**src/rtl/load_store_unit.sv**
```systemverilog
// Byte/half/word load-store sequencer in front of a one-cycle-latency data memory.
// Latency: error 1, word store 2, load 3, sub-word store 4 cycles; DONE holds until Resp_ready.
module load_store_unit #(
   parameter int ADDR_W = 32,
   parameter int DATA_W = 32
) (
   input  logic              Clk,
   input  logic              Rst_n,
   input  logic              Req_valid,
   output logic              Req_ready,
   input  logic              Req_write,
   input  logic [1:0]        Req_size,
   input  logic              Req_signed,
   input  logic [ADDR_W-1:0] Req_address,
   input  logic [DATA_W-1:0] Req_wdata,
   output logic              Resp_valid,
   input  logic              Resp_ready,
   output logic [DATA_W-1:0] Resp_rdata,
   output logic              Resp_error,
   output logic [ADDR_W-1:0] Data_address,
   output logic [DATA_W-1:0] Data_in,
   output logic              we,
   output logic              re,
   input  logic [DATA_W-1:0] Data_out
);

   typedef enum logic [2:0] {S_IDLE, S_READ, S_CAPTURE, S_WRITE, S_DONE} state_t;

   state_t              r_state;
   state_t              w_next;
   logic [ADDR_W-1:0]   r_addr;
   logic [1:0]          r_size;
   logic                r_signed;
   logic                r_write;
   logic [DATA_W-1:0]   r_wbuf;
   logic [DATA_W-1:0]   r_rdata;
   logic                r_error;

   logic                w_accept;
   logic                w_bad;
   logic [7:0]          w_byte;
   logic [15:0]         w_half;
   logic [DATA_W-1:0]   w_load;
   logic [DATA_W-1:0]   w_merge;

   assign w_accept = Req_valid && (r_state == S_IDLE);
   assign w_bad    = (Req_size == 2'b11) ||
                     ((Req_size == 2'b01) && Req_address[0]) ||
                     ((Req_size == 2'b10) && (Req_address[1:0] != 2'b00));

   assign w_byte = Data_out[{r_addr[1:0], 3'b000} +: 8];
   assign w_half = Data_out[{r_addr[1], 4'b0000} +: 16];

   always_comb begin
      w_load = Data_out;
      case (r_size)
         2'b00:   w_load = {{(DATA_W-8){r_signed & w_byte[7]}}, w_byte};
         2'b01:   w_load = {{(DATA_W-16){r_signed & w_half[15]}}, w_half};
         default: w_load = Data_out;
      endcase
   end

   // Sub-word store: overlay the new lane(s) on the word just read back.
   always_comb begin
      w_merge = Data_out;
      if (r_size == 2'b00)
         w_merge[{r_addr[1:0], 3'b000} +: 8] = r_wbuf[7:0];
      else
         w_merge[{r_addr[1], 4'b0000} +: 16] = r_wbuf[15:0];
   end

   always_comb begin
      w_next = r_state;
      case (r_state)
         S_IDLE: begin
            if (w_accept) begin
               if (w_bad)
                  w_next = S_DONE;
               else if (Req_write && (Req_size == 2'b10))
                  w_next = S_WRITE;
               else
                  w_next = S_READ;
            end
         end
         S_READ:    w_next = S_CAPTURE;
         S_CAPTURE: w_next = r_write ? S_WRITE : S_DONE;
         S_WRITE:   w_next = S_DONE;
         S_DONE:    w_next = Resp_ready ? S_IDLE : S_DONE;
         default:   w_next = S_IDLE;
      endcase
   end

   always_ff @(posedge Clk or negedge Rst_n) begin
      if (!Rst_n) begin
         r_state  <= S_IDLE;
         r_addr   <= '0;
         r_size   <= '0;
         r_signed <= 1'b0;
         r_write  <= 1'b0;
         r_wbuf   <= '0;
         r_rdata  <= '0;
         r_error  <= 1'b0;
      end else begin
         r_state <= w_next;
         if (w_accept) begin
            r_addr   <= Req_address;
            r_size   <= Req_size;
            r_signed <= Req_signed;
            r_write  <= Req_write;
            r_wbuf   <= Req_wdata;
            r_rdata  <= '0;
            r_error  <= w_bad;
         end
         if (r_state == S_CAPTURE) begin
            if (r_write)
               r_wbuf <= w_merge;
            else
               r_rdata <= w_load;
         end
      end
   end

   assign Req_ready    = (r_state == S_IDLE);
   assign Resp_valid   = (r_state == S_DONE);
   assign re           = (r_state == S_READ);
   assign we           = (r_state == S_WRITE);
   assign Resp_rdata   = r_rdata;
   assign Resp_error   = r_error;
   assign Data_address = (re || we) ? {r_addr[ADDR_W-1:2], 2'b00} : '0;
   assign Data_in      = we ? r_wbuf : '0;

endmodule

```
**config.mk**
```make
export PLATFORM = sky130hd
export DESIGN_NAME = load_store_unit
export DESIGN_NICKNAME = d
export VERILOG_FILES = /design/src/rtl/load_store_unit.sv
export SDC_FILE = /design/constraint.sdc
export NUM_CORES = 1
export LEC_CHECK = 0
export ABC_AREA = 1
export BUFFER_PORTS_ARGS = -buffer_cell sky130_fd_sc_hd__buf_2
export CORE_ASPECT_RATIO = 1.4
export CORE_UTILIZATION = 50
export CTS_BUF_LIST = sky130_fd_sc_hd__clkbuf_8
export DETAILED_ROUTE_END_ITERATION = 8
export GPL_TIMING_DRIVEN = 0
export PLACE_DENSITY = 0.79
export REMOVE_ABC_BUFFERS = 1
export SYNTH_ARGS = -nofsm -noshare
export SYNTH_HDL_FRONTEND = slang
export SYNTH_SLANG_ARGS = --single-unit
```
**constraint.sdc**
```tcl
create_clock -name Clk -period 3.5 [get_ports Clk]
set_input_delay 0.175 -clock Clk [delete_from_list [all_inputs] [get_ports Clk]]
set_output_delay 0.175 -clock Clk [all_outputs]
set_load 0.01 [all_outputs]
```
# [Word-level counts from Yosys, hierarchy flattened]
# Cells that the tools add are included.
[word_totals] word_cells=55 ff_bits=104 in_bits=104 output_inout_bits=101
[op_classes] n_reduce_logical=10 eq_ne=9 bitwise=2 addsub=2 muxes=18 shifts=6
[op_table] op="$mux W32" count=9
[op_table] op="$bwmux W32" count=2
[op_table] op="$pmux W32 S2" count=1
[op_table] op="$shift A16 B7 Y32 const A" count=1
[op_table] op="$shift A8 B7 Y32 const A" count=1
[op_table] op="$shiftx A16 B7 Y32" count=1
[op_table] op="$shiftx A32 B6 Y16" count=1
[op_table] op="$shiftx A32 B6 Y8" count=1
[op_table] op="$shiftx A8 B7 Y32" count=1
[op_table] op="$pmux W3 S5" count=1
[op_table] op="$neg A5 Y7" count=2
[op_table] op="$mux W3" count=4
[op_table] op="$eq A3 B2 Y1 const B" count=2
[op_table] op="$eq A2 B1 Y1 const B" count=2
[op_table] op="$eq A2 B2 Y1 const B" count=2
[op_table] op="$logic_and A1 B1 Y1" count=4
[op_table] op="$eq A3 B1 Y1 const B" count=1
[op_table] op="$eq A3 B3 Y1 const B" count=1
[op_table] op="$logic_not A3 Y1" count=1
[op_table] op="$logic_or A1 B1 Y1" count=3
[op_table] op="$and A1 B1 Y1" count=2
[op_table] op="$logic_not A2 Y1" count=1
[op_table] op="$mux W2" count=1
[op_table] op="$ne A2 B1 Y1 const B" count=1
[op_table] op="$reduce_bool A2 Y1" count=1

# [Logic depth before layout (Yosys ltp)]
[logic_depth] ltp_word=7 mapped_depth=11 ltp_nobuf=9

# [Worst setup path after synthesis]
# Ideal clock, no wire load.
[synth_timing] path_kind="reg2reg" startpoint="reg r_addr[1]" endpoint="reg r_wbuf[14]" path_stages_with_launch=12 arrival_ps=1857 setup_time_ps=129 slack_ps=1514 n_path_buf=4 cell_sequence="dfrtp_1 buf_2 inv_2 buf_2 buf_2 ha_1 clkinv_1 clkbuf_1 nand3_1 o22ai_1 o21ai_0 nand3_1"
[synth_via] elab_chain_len=6 word_cells_on_any_way=11 cone_classes="add/sub (2); shift (4); mux (5)"
[synth_rtl] item="start, declared" line_no="31" source="logic [ADDR_W-1:0] r_addr;"
[synth_rtl] item="start signal, assigned" line_no="106" source="r_addr <= Req_address;"
[synth_rtl] item="$neg A5 Y7 (on tied branches)" line_no="69, 67"
[synth_rtl] item="$shiftx A16 B7 Y32, or another cell as far along" line_no="69" source="w_merge[{r_addr[1], 4'b0000} +: 16] = r_wbuf[15:0];"
[synth_rtl] item="$bwmux W32 (on tied branches)" line_no="69, 67"
[synth_rtl] item="$mux W32 (*)" line_no="66" source="if (r_size == 2'b00)"
[synth_rtl] item="$mux W32 (*)" line_no="115" source="if (r_write)"
[synth_rtl] item="$mux W32 (*)" line_no="114" source="if (r_state == S_CAPTURE) begin"
[synth_rtl] item="end signal, assigned" line_no="110" source="r_wbuf <= Req_wdata;"
[synth_rtl] item="end signal, assigned" line_no="116" source="r_wbuf <= w_merge;"
[synth_rtl] item="end, declared" line_no="35" source="logic [DATA_W-1:0] r_wbuf;"
# Every way passes the cells marked *; elsewhere a longest branch is shown, timed or not.
# A chain may end at the register's enable or synchronous reset.

# [Worst setup path in the final report]
[layout_timing] startpoint="reg r_addr[1]" endpoint="reg r_wbuf[3]"
# The elaborated chain is that of the path after synthesis.

==> results.txt <==
----------------------------------------------------
[STA]
  Slew of the pin with the lowest slew margin ... 1.13 ns
  Setup-violating endpoint count in the final report ... 0
  Share of the clock period used by the worst path ... 0.851
  Clock period minus final worst setup slack ... 2.98 ns
  Maximum clock frequency ... 0.336 GHz
  Unrepaired setup endpoints after global routing ... no
  Count of final max-slew check failures ... 0
  Max_slew headroom ... 0.244
  Final TNS setup ... 0 ns
  Worst clock skew ... about 0.017 ns
  Final Hold Fails ... 0

[Synth]
  Yosys Warn Count ... 0
  Synth Area per Inst ... about 6.8 sq um
  Largest area contributor in the synthesized netlist ... dfrtp_1
  Number of synthesized flops with an enable pin ... 0
  Post-synthesis cell area ... 0.00639 sq mm
  Biggest area contributors in the synthesized netlist ... dfrtp_1, nand2_1, o21ai_0, nand3_1, inv_1
  Most instantiated flip-flop cell in the synthesis netlist ... dfrtp_1
  Share of Yosys cell area claimed by the top area cell type ... 0.407
  Number of different library cells in the post-synthesis netlist ... 29
  Post-synthesis sequential element count ... 104
  Synth async-reset ratio ... 1.00
  Synth Instances ... ~940
  Sequential area share after synthesis ... 0.407

[Setup path]
  Required time of the critical path ... 3.81 ns
  Worst Setup Path Type ... reg2reg
  Crit-path max FO ... 51
  Type of element capturing the critical path ... register
  Sequence of cells on the critical path ... inv_2 > ha_1 > clkinv_1 > o21ai_1 > nand2_1 > inv_1 > nand2_1 > nand3_1
  Worst path bufs/invs ... 3
  Most repeated library cell on the critical path ... nand2_1
  Largest stage delay on the critical path ... 0.74 ns
  Cell class contributing the biggest share of worst-path delay ... buffers and inverters
  Cell at the slowest stage of the critical path ... inv_2
  Data arrival time of the worst path ... 3.29 ns
  Critical Path Source Type ... register

[Cells and area]
  Layout cell share with drive strength beyond 1 ... 0.220
  Total number of nets in the final design ... 1214
  Antenna cells ... 0
  Cell Count, Final, Fillers Out ... 1260
  Layout overhead on the synthesized area ... 18.0%

[Clocking]
  TritonCTS clock tree ... done
  Maximum root-to-sink buffer count ... 2
  H-tree depth ... 3
  Number of clock buffers inserted by TritonCTS ... 9
  Post-CTS sizing ... 0
  Reg clk slew, reported paths ... 0.11 ns
  Clock Root Buffer ... clkbuf_8
  Clk_lat worst skew ... 0.38 ns
  Number of sinks on the clock net ... between 100 and 150

[Global routing]
  Pin count of the biggest net entering global routing ... 128
  Number of global-route vias before repair ... 5833
  All-Layer GR Usage ... 0.270
  First-pass GRT wire length ... ~29000 microns
  Number of antenna violations at the first check in global routing ... 0
  Global route overflow ... 0

[Floorplanning]
  Total core area ... between 0.01 and 0.015 sq mm
  Std cell rows ... 48
  Height of the die ... 136 microns
  Starting density of the core ... 0.517
  Horiz. Die Dim ... 97.6 microns
  Full die area ... 0.0133 sq mm
  IO Count ... about 210

[Run status]
  Status ... finished clean

[Routing]
  Average detailed-routed wire length per instance ... 14.3 microns
  Number of detailed-routing iterations run before antenna repair ... 5
  First DRT Iteration DRCs ... 518
  Detail Route Antenna Nets ... 0
  DRC violations left ... 0
  Via count ... approximately 6.6k
  Post-Route WL ... around 18000 microns
  Mean number of vias per cell ... about 5.2

[Place]
  Routability cong. ... 0.889
  Number of buffers inserted by port buffering ... 202
  Placed cell count ... 1240
  Final HPWL DP ... 12700 microns

[Pwr]
  Clk pwr share ... 0.115
  Pleak ... ~4.3 nW
  Flop pwr share ... 0.361
  Sw Share ... 0.489
  Comb power frac ... 0.524
  Power per standard cell area ... around 800 mW/mm^2
  Internal ... 0.00308 W
  Switching power summed over all nets ... 0.00295 W
  Maximum vdd ir drop ... between 0.0003 and 0.0004 V

[Min path]
  Hold WC Path Type ... in2reg

[Run]
  Max-cap check violation count ... 0

----------------------------------------------------
==> cell usage after synthesis, types with 3 or more instances <==
cell,count
o21ai_0,117
inv_2,6
nand2_1,263
o211ai_1,8
ha_1,5
dfrtp_1,104
buf_1,3
buf_4,11
o22ai_1,9
clkbuf_1,23
nand3_1,94
nand2_2,4
inv_1,96
a21oi_1,66
buf_2,18
nor2_1,93
buf_6,3
nor2_2,5
==> power groups by stage <==
stage | combinational (W) | clock (W) | sequential (W)
final | 0.00316 | 0.000695 | 0.00218
after global routing | 0.00363 | 0.000751 | 0.00225
after CTS | 0.00315 | 0.000706 | 0.00217
after detailed placement | 0.00313 | 0 | 0.00219
after global placement | 0.00307 | 0 | 0.00218
after floorplan | 0.00213 | 0 | 0.00216
==> worst paths after layout <==
check	end	cells after the start	from	slack, ns
setup / recovery	r_wbuf[3]	8	r_addr[1]	0.52
hold / removal	r_addr[10]	3	Req_address[10]	0.005
setup reg to reg	r_wbuf[3]	8	r_addr[1]	0.52
hold reg to reg	Resp_error	2	Resp_error	0.49
max in group asynchronous	Resp_rdata[26]	3	Rst_n	2.51
min in group asynchronous	r_addr[22]	2	Rst_n	0.27
==> sequential cells by signal, summed over array words and instances (netlist names) <==
name / cells
r_wbuf: 32
r_state: 3
r_addr: 32
r_write: 1
r_signed: 1
r_size: 2
Resp_error: 1
Resp_rdata: 32
==> cell usage in the layout (no fill, tap or decap), drive strengths merged <==
| master | count |
|---|---|
| nand3 | 96 |
| buf | 204 |
| nand2 | 269 |
| a21oi | 66 |
| conb | 2 |
| o21ai | 118 |
| o211ai | 8 |
| dfrtp | 104 |
| dlygate4sd3 | 3 |
| inv | 106 |
| o22ai | 9 |
| nor3 | 2 |
| nor2 | 102 |
| clkbuf | 10 |
| clkinv | 5 |
| ha | 5 |
| a21boi | 1 |
==> cell type report <==
cell class,instances,area [sq um]
fill,1235,4830
multi-input combinational,678,3090
sequential,104,2600
timing repair buffer,207,1090
inverter,105,398
tap,150,188
clock buffer,10,138
clock inverter,6,35.0
==> routing by layer <==
metal  part of all wire  vias to the layer above  track usage
li1                   -                     3334            -
met1               0.41                     2890        0.357
met2               0.48                      285        0.439
met3              0.065                       47       0.0346
met4              0.038                        0        0.127
met5                  0                        -            0
==> kinds of logic (layout without fill, tap and decap cells) <==
kind of cell,after synthesis,after routing,share of synthesized area
buf+inv,163,328,0.110
flops,104,104,0.407
other cells,1,2,0.000587
compound gates,202,202,0.163
fa+ha+maj,5,5,0.00978
simple gates,469,469,0.309
==> metrics by stage <==
step | total power (W) | hold slack (ns) | utilization | setup WS, ns | cell area (sq um)
2_1_floorplan | 0.00430 | -0.121 | - | 1.15 | 6090
3_3_place_gp | 0.00525 | 0.384 | 0.589 | 0.359 | 7290
3_5_place_dp | 0.00532 | 0.158 | 0.592 | 0.344 | 7320
4_1_cts | 0.00603 | 0.00151 | 0.607 | 0.299 | 7510
5_1_grt | 0.00663 | 0.00709 | 0.610 | 0.153 | 7550
6_report | 0.00603 | 0.00531 | 0.610 | 0.520 | 7550
==> tightest hold or removal path, delay by kind of cell <==
family | cells | cell delay (ns)
AO/OA/AOI/OAI | 1 | 0.06
buffers and inverters | 1 | 0.07
AND/OR/NAND/NOR | 1 | 0.04
==> repair_timing <==
item,CTS,global route
hold endpoints to repair,33,1
hold buffers,2,1
setup buffers,0,0
Note: power is estimated with default switching activity, not from simulation.
